### src/rtl/mac_acc_engine.sv
// Multiply-accumulate engine: LANES signed products per beat, tree reduction, accumulation over
// cfg_len beats, optional partial-sum seed, ReLU and output saturation. Three register stages.
module mac_acc_engine #(
  parameter int LANES = 4,
  parameter int DW    = 16,
  parameter int FRAC  = 8,
  parameter int AW    = 48,
  parameter int OW    = 16,
  parameter int CNT_W = 16
) (
  input  logic                  clk,
  input  logic                  rst_n,
  input  logic [CNT_W-1:0]      cfg_len,
  input  logic                  cfg_relu,
  input  logic                  cfg_psum,
  input  logic [OW-1:0]         psum_in,
  input  logic                  in_valid,
  output logic                  in_ready,
  input  logic [LANES*DW-1:0]   ifm,
  input  logic [LANES*DW-1:0]   wgt,
  output logic                  out_valid,
  input  logic                  out_ready,
  output logic [OW-1:0]         out_data,
  output logic                  out_sat,
  output logic                  busy
);

  localparam int PW = 2 * DW;
  localparam logic signed [AW-1:0] OMAX = (AW'(1) <<< (OW - 1)) - AW'(1);
  localparam logic signed [AW-1:0] OMIN = -OMAX - AW'(1);

  logic stall;
  logic accept;
  logic first;
  logic last;
  logic [CNT_W-1:0] eff_len;

  logic [CNT_W-1:0] cnt_q;
  logic [CNT_W-1:0] len_q;
  logic             relu_q;

  logic signed [PW-1:0] prod_d [LANES];
  logic signed [PW-1:0] prod_q [LANES];
  logic                 s1_v_q, s1_first_q, s1_last_q, s1_psum_q, s1_relu_q;
  logic [OW-1:0]        s1_pin_q;

  logic signed [AW-1:0] node [2*LANES-1];
  logic signed [AW-1:0] s2_sum_q;
  logic                 s2_v_q, s2_first_q, s2_last_q, s2_psum_q, s2_relu_q;
  logic [OW-1:0]        s2_pin_q;

  logic signed [AW-1:0] acc_q;
  logic signed [AW-1:0] base;
  logic signed [AW-1:0] acc_d;
  logic signed [AW-1:0] shifted;
  logic signed [AW-1:0] relu_val;
  logic [OW-1:0]        res_d;
  logic                 sat_d;

  logic                 out_valid_q;
  logic [OW-1:0]        out_data_q;
  logic                 out_sat_q;

  assign stall    = out_valid_q & ~out_ready;
  assign in_ready = ~stall;
  assign accept   = in_valid & in_ready;

  // On a first beat the length comes straight from cfg_len, since len_q is only latched then.
  assign first   = (cnt_q == '0);
  assign eff_len = first ? ((cfg_len == '0) ? CNT_W'(1) : cfg_len) : len_q;
  assign last    = (cnt_q == eff_len - CNT_W'(1));

  genvar gi;
  generate
    for (gi = 0; gi < LANES; gi++) begin : g_mul
      assign prod_d[gi] = $signed(ifm[gi*DW +: DW]) * $signed(wgt[gi*DW +: DW]);
    end
  endgenerate

  // Heap-ordered reduction tree: leaves at LANES-1.., root at node[0].
  always_comb begin
    for (int k = 0; k < 2*LANES-1; k++) node[k] = '0;
    for (int k = 0; k < LANES; k++)
      node[LANES-1+k] = {{(AW-PW){prod_q[k][PW-1]}}, prod_q[k]};
    for (int k = LANES-2; k >= 0; k--)
      node[k] = node[2*k+1] + node[2*k+2];
  end

  always_comb begin
    base     = s2_psum_q ? ({{(AW-OW){s2_pin_q[OW-1]}}, s2_pin_q} <<< FRAC) : '0;
    acc_d    = (s2_first_q ? base : acc_q) + s2_sum_q;
    shifted  = acc_d >>> FRAC;
    relu_val = (s2_relu_q && shifted < 0) ? '0 : shifted;
    sat_d    = 1'b0;
    res_d    = relu_val[OW-1:0];
    if (relu_val > OMAX) begin
      res_d = OMAX[OW-1:0];
      sat_d = 1'b1;
    end else if (relu_val < OMIN) begin
      res_d = OMIN[OW-1:0];
      sat_d = 1'b1;
    end
  end

  always_ff @(posedge clk or negedge rst_n) begin
    if (!rst_n) begin
      cnt_q       <= '0;
      len_q       <= CNT_W'(1);
      relu_q      <= 1'b0;
      for (int k = 0; k < LANES; k++) prod_q[k] <= '0;
      s1_v_q      <= 1'b0;
      s1_first_q  <= 1'b0;
      s1_last_q   <= 1'b0;
      s1_psum_q   <= 1'b0;
      s1_relu_q   <= 1'b0;
      s1_pin_q    <= '0;
      s2_sum_q    <= '0;
      s2_v_q      <= 1'b0;
      s2_first_q  <= 1'b0;
      s2_last_q   <= 1'b0;
      s2_psum_q   <= 1'b0;
      s2_relu_q   <= 1'b0;
      s2_pin_q    <= '0;
      acc_q       <= '0;
      out_valid_q <= 1'b0;
      out_data_q  <= '0;
      out_sat_q   <= 1'b0;
    end else if (!stall) begin
      s1_v_q <= accept;
      if (accept) begin
        cnt_q <= last ? '0 : cnt_q + CNT_W'(1);
        if (first) begin
          len_q  <= eff_len;
          relu_q <= cfg_relu;
        end
        for (int k = 0; k < LANES; k++) prod_q[k] <= prod_d[k];
        s1_first_q <= first;
        s1_last_q  <= last;
        s1_psum_q  <= first & cfg_psum;
        s1_relu_q  <= first ? cfg_relu : relu_q;
        s1_pin_q   <= psum_in;
      end

      s2_v_q <= s1_v_q;
      if (s1_v_q) begin
        s2_sum_q   <= node[0];
        s2_first_q <= s1_first_q;
        s2_last_q  <= s1_last_q;
        s2_psum_q  <= s1_psum_q;
        s2_relu_q  <= s1_relu_q;
        s2_pin_q   <= s1_pin_q;
      end

      if (s2_v_q) acc_q <= acc_d;
      if (s2_v_q && s2_last_q) begin
        out_valid_q <= 1'b1;
        out_data_q  <= res_d;
        out_sat_q   <= sat_d;
      end else begin
        out_valid_q <= 1'b0;
      end
    end
  end

  assign out_valid = out_valid_q;
  assign out_data  = out_data_q;
  assign out_sat   = out_sat_q;
  assign busy      = (cnt_q != '0) | s1_v_q | s2_v_q;

endmodule

### config.mk
export PLATFORM = sky130hd
export DESIGN_NAME = mac_acc_engine
export DESIGN_NICKNAME = d
export VERILOG_FILES = /design/src/rtl/mac_acc_engine.sv
export SDC_FILE = /design/constraint.sdc
export NUM_CORES = 2
export LEC_CHECK = 0
export ABC_CLOCK_PERIOD_IN_PS = 7650
export BUFFER_PORTS_ARGS = -buffer_cell sky130_fd_sc_hd__buf_2
export CAP_MARGIN = 20
export CORE_UTILIZATION = 40
export DETAILED_ROUTE_END_ITERATION = 6
export MAX_ROUTING_LAYER = met4
export PLACE_DENSITY = 0.64
export SYNTH_ARGS = -nofsm -noshare
export SYNTH_HDL_FRONTEND = slang
export SYNTH_SLANG_ARGS = --single-unit
### constraint.sdc
create_clock -name clk -period 7.65 [get_ports clk]
set_input_delay 1.53 -clock clk [delete_from_list [all_inputs] [get_ports clk]]
set_output_delay 1.53 -clock clk [all_outputs]
set_load 0.05 [all_outputs]
==> reports/metrics.csv <==
metric;value;unit
run status;complete, no violations;
Least-Margin Pin Slew;1.02;ns
RD Place Congestion;0.905;
CTS tree;built;
clock slew at reported path FFs;0.06;ns
drt drc;0;
Seq/Total Area, Yosys;13.2;%
Final Non-Filler Cells;8537;
crit path max fanout;5;
Routed WL;143000;um
Pins Over Slew Limit;0;
Port Buffers;185;
Final Hold Viols;0;
Post-synth EDFFs;0;
Min-Delay Startpoint;acc_q[4];
Initial DRC Count;2374;
post-route minimum period;7.29;ns
Starting Density;40.4;%
wire length per cell;16.7;um
Setup-failing EPs final;0;
drt first pass iters;5;
Placeable Area;142000;um2
Root Driver;clkbuf_16;
Seq cells post-synth;302;
Synth warnings;0;
first-pass GRT wire length;237000;um
Cell variety after synth;96;
Critical Path AT;7.68;ns
Fin Clk Skew;0.0438;ns
max-cap violation count;0;
Reg2Reg Depth;16;
Crit Path Category;primary input to flop;
Hold Path Class;flop to flop;
initial antenna violation count;2;
largest net degree at the start of global routing;110;
DIE WIDTH;381;um
Clock Path Buffers;3;
dpl cell area;62300;um2
Post-Syn Nets;7982;
post-DP HPWL;123000;um
cell count after synthesis;6291;
I/O pin count;186;
cts bufs inserted;37;
GR Util met1;27.1;%
Post-Syn Area per Cell;9.11;um2
Overflow after GRT;0;
Post-Syn Area;57300;um2
Max Fclk;0.137;GHz
Skew-Pair Late Insertion Delay;0.58;ns
synth-to-layout area growth;10.9;%
H-tree Lvls;2;
Worst setup EP type;flop;
vias per inst;4.97;
Placement Rows;138;
Reg-to-Reg Start;s2_first_q;
GR peak layer;met2;
met3 capacity usage during global routing;2.34;%
clk sink count;302;
via count;42400;
# resized after CTS;0;
RSZ-0062 raised after global routing;no;
CP Launch Point;wgt[50];
antenna viol nets, final;0;
Total GRT Usage;20.8;%
Synth Flop Type;dfrtp_1;
placed cell count;8466;
Max-slew headroom;31.6;%
most frequent cells in the layout;1,268 x inv_1, 1,114 x fa_1, 944 x nand2_1;
Nets;8306;
vias in the first global route;45500;
die area;145000;um2
hold_buf cts;0;
Finished Cell Area;63600;um2
commonest non-fill, non-tap cell in the layout;inv_1;
share of cells above drive strength 1;10.3;%
# Post-CTS Setup Buffers;0;
Worst EP required;8.04;ns
crit share post-route;95.3;%
Hold Path Depth;2;
die height;381;um
M2 GR Usage;34.8;%
CP Launch Type;primary input;
FFs w/ async S/R, synth;100;%
[cells in the mapped netlist, types with 10 or more instances]
cell / n / area share (%)
ha_1: 411 / 9.0
a21o_1: 76 / 1.0
nor2b_1: 29 / 0.32
nor3_1: 52 / 0.45
a211oi_1: 30 / 0.39
o21a_1: 23 / 0.30
nor4_1: 12 / 0.13
buf_2: 10 / 0.087
a31oi_1: 27 / 0.29
nand2_1: 947 / 6.2
nand4_1: 23 / 0.25
nor2_1: 215 / 1.4
o21ai_0: 261 / 2.3
and3_1: 20 / 0.22
inv_1: 1268 / 8.3
dfrtp_1: 301 / 13
nand3_1: 51 / 0.45
xor2_1: 90 / 1.4
or3_1: 24 / 0.26
fa_1: 1114 / 39
and2_1: 445 / 4.9
a211oi_2: 10 / 0.22
o31ai_1: 11 / 0.14
o21bai_1: 23 / 0.30
o211ai_1: 18 / 0.24
mux2i_1: 17 / 0.30
clkbuf_1: 198 / 1.3
nand2b_1: 53 / 0.58
a21boi_0: 20 / 0.26
o21ai_1: 16 / 0.14
mux2_2: 57 / 1.1
xnor2_1: 141 / 2.2
a21oi_1: 151 / 1.3
[routing by layer]
layer / wire length, um / part of all wire [%]
met4: 3280 / 2.3
met2: 69800 / 49
met3: 5670 / 4.0
met5: 0 / 0
met1: 64100 / 45
[layout make-up]
cell class	instances	area, um2
multi-input combinational	4499	44100
timing repair buffer	507	3500
clock buffer	53	1070
antenna	3	7.51
clock inverter	15	204
inverter	1268	4760
sequential	302	7560
fill	13900	78300
tap	1890	2360
[state kept, by name (all words and copies together) (netlist names), 16 cells and up]
name      flops
node        128
acc_q        48
s2_sum_q     34
cnt_q        16
len_q        16
out_data     16
s1_pin_q     16
s2_pin_q     16
[cell families (layout without fill, tap and decap cells)]
| kind of cell | count (synthesis) | after routing | synth area share (%) |
|---|---|---|---|
| AND/OR/NAND/NOR | 1918 | 1918 | 15.8 |
| adder cells (fa/ha/maj) | 1525 | 1525 | 47.9 |
| buffers and inverters | 1490 | 1843 | 9.90 |
| multiplexers | 74 | 74 | 1.42 |
| XOR/XNOR | 232 | 232 | 3.56 |
| other | 0 | 3 | 0 |
| AO/OA/AOI/OAI | 750 | 750 | 8.29 |
| flip-flops | 302 | 302 | 13.2 |
[through the flow]
step                hold slack, ns  TNS [ns]  setup WS (ns)  util (%)
floorplan                    0.442         0         0.0192         -
global placement             0.455    -0.240         -0.147      43.9
detailed placement           0.463    -0.858         -0.230      43.9
CTS                          0.477         0          0.355      44.8
global route                 0.506         0         0.0223      44.8
finish                       0.471         0          0.360      44.8
[worst paths after layout]
| path | endpoint | slack, ns |
|---|---|---|
| hold / removal | acc_q[4] | 0.47 |
| min in group asynchronous | len_q[8] | 0.93 |
| hold reg to reg | acc_q[4] | 0.47 |
| max in group asynchronous | node[74] | 5.04 |
| setup / recovery | node[30] | 0.36 |
| setup reg to reg | out_data[0] | 2.04 |
[critical path, cell delays in order]
cell and delay (ns):
buf_2 0.18, nand2_1 0.10, fa_1 0.51, inv_1 0.06, fa_1 0.56, inv_1 0.06
fa_1 0.50, inv_1 0.06, fa_1 0.48, fa_1 0.50, inv_1 0.05, fa_1 0.49
inv_1 0.05, ha_1 0.29, a21o_1 0.18, a21o_1 0.18, a21o_1 0.19, a21o_1 0.18
a21oi_1 0.20, o2111ai_1 0.18, nand3_1 0.13, a41oi_1 0.14, or4_1 0.44, a31oi_2 0.19
xor2_1 0.16, o21ai_0 0.09
Power is not shown: default switching activity piles up to over one toggle a cycle in this logic, so the estimate is an artifact.
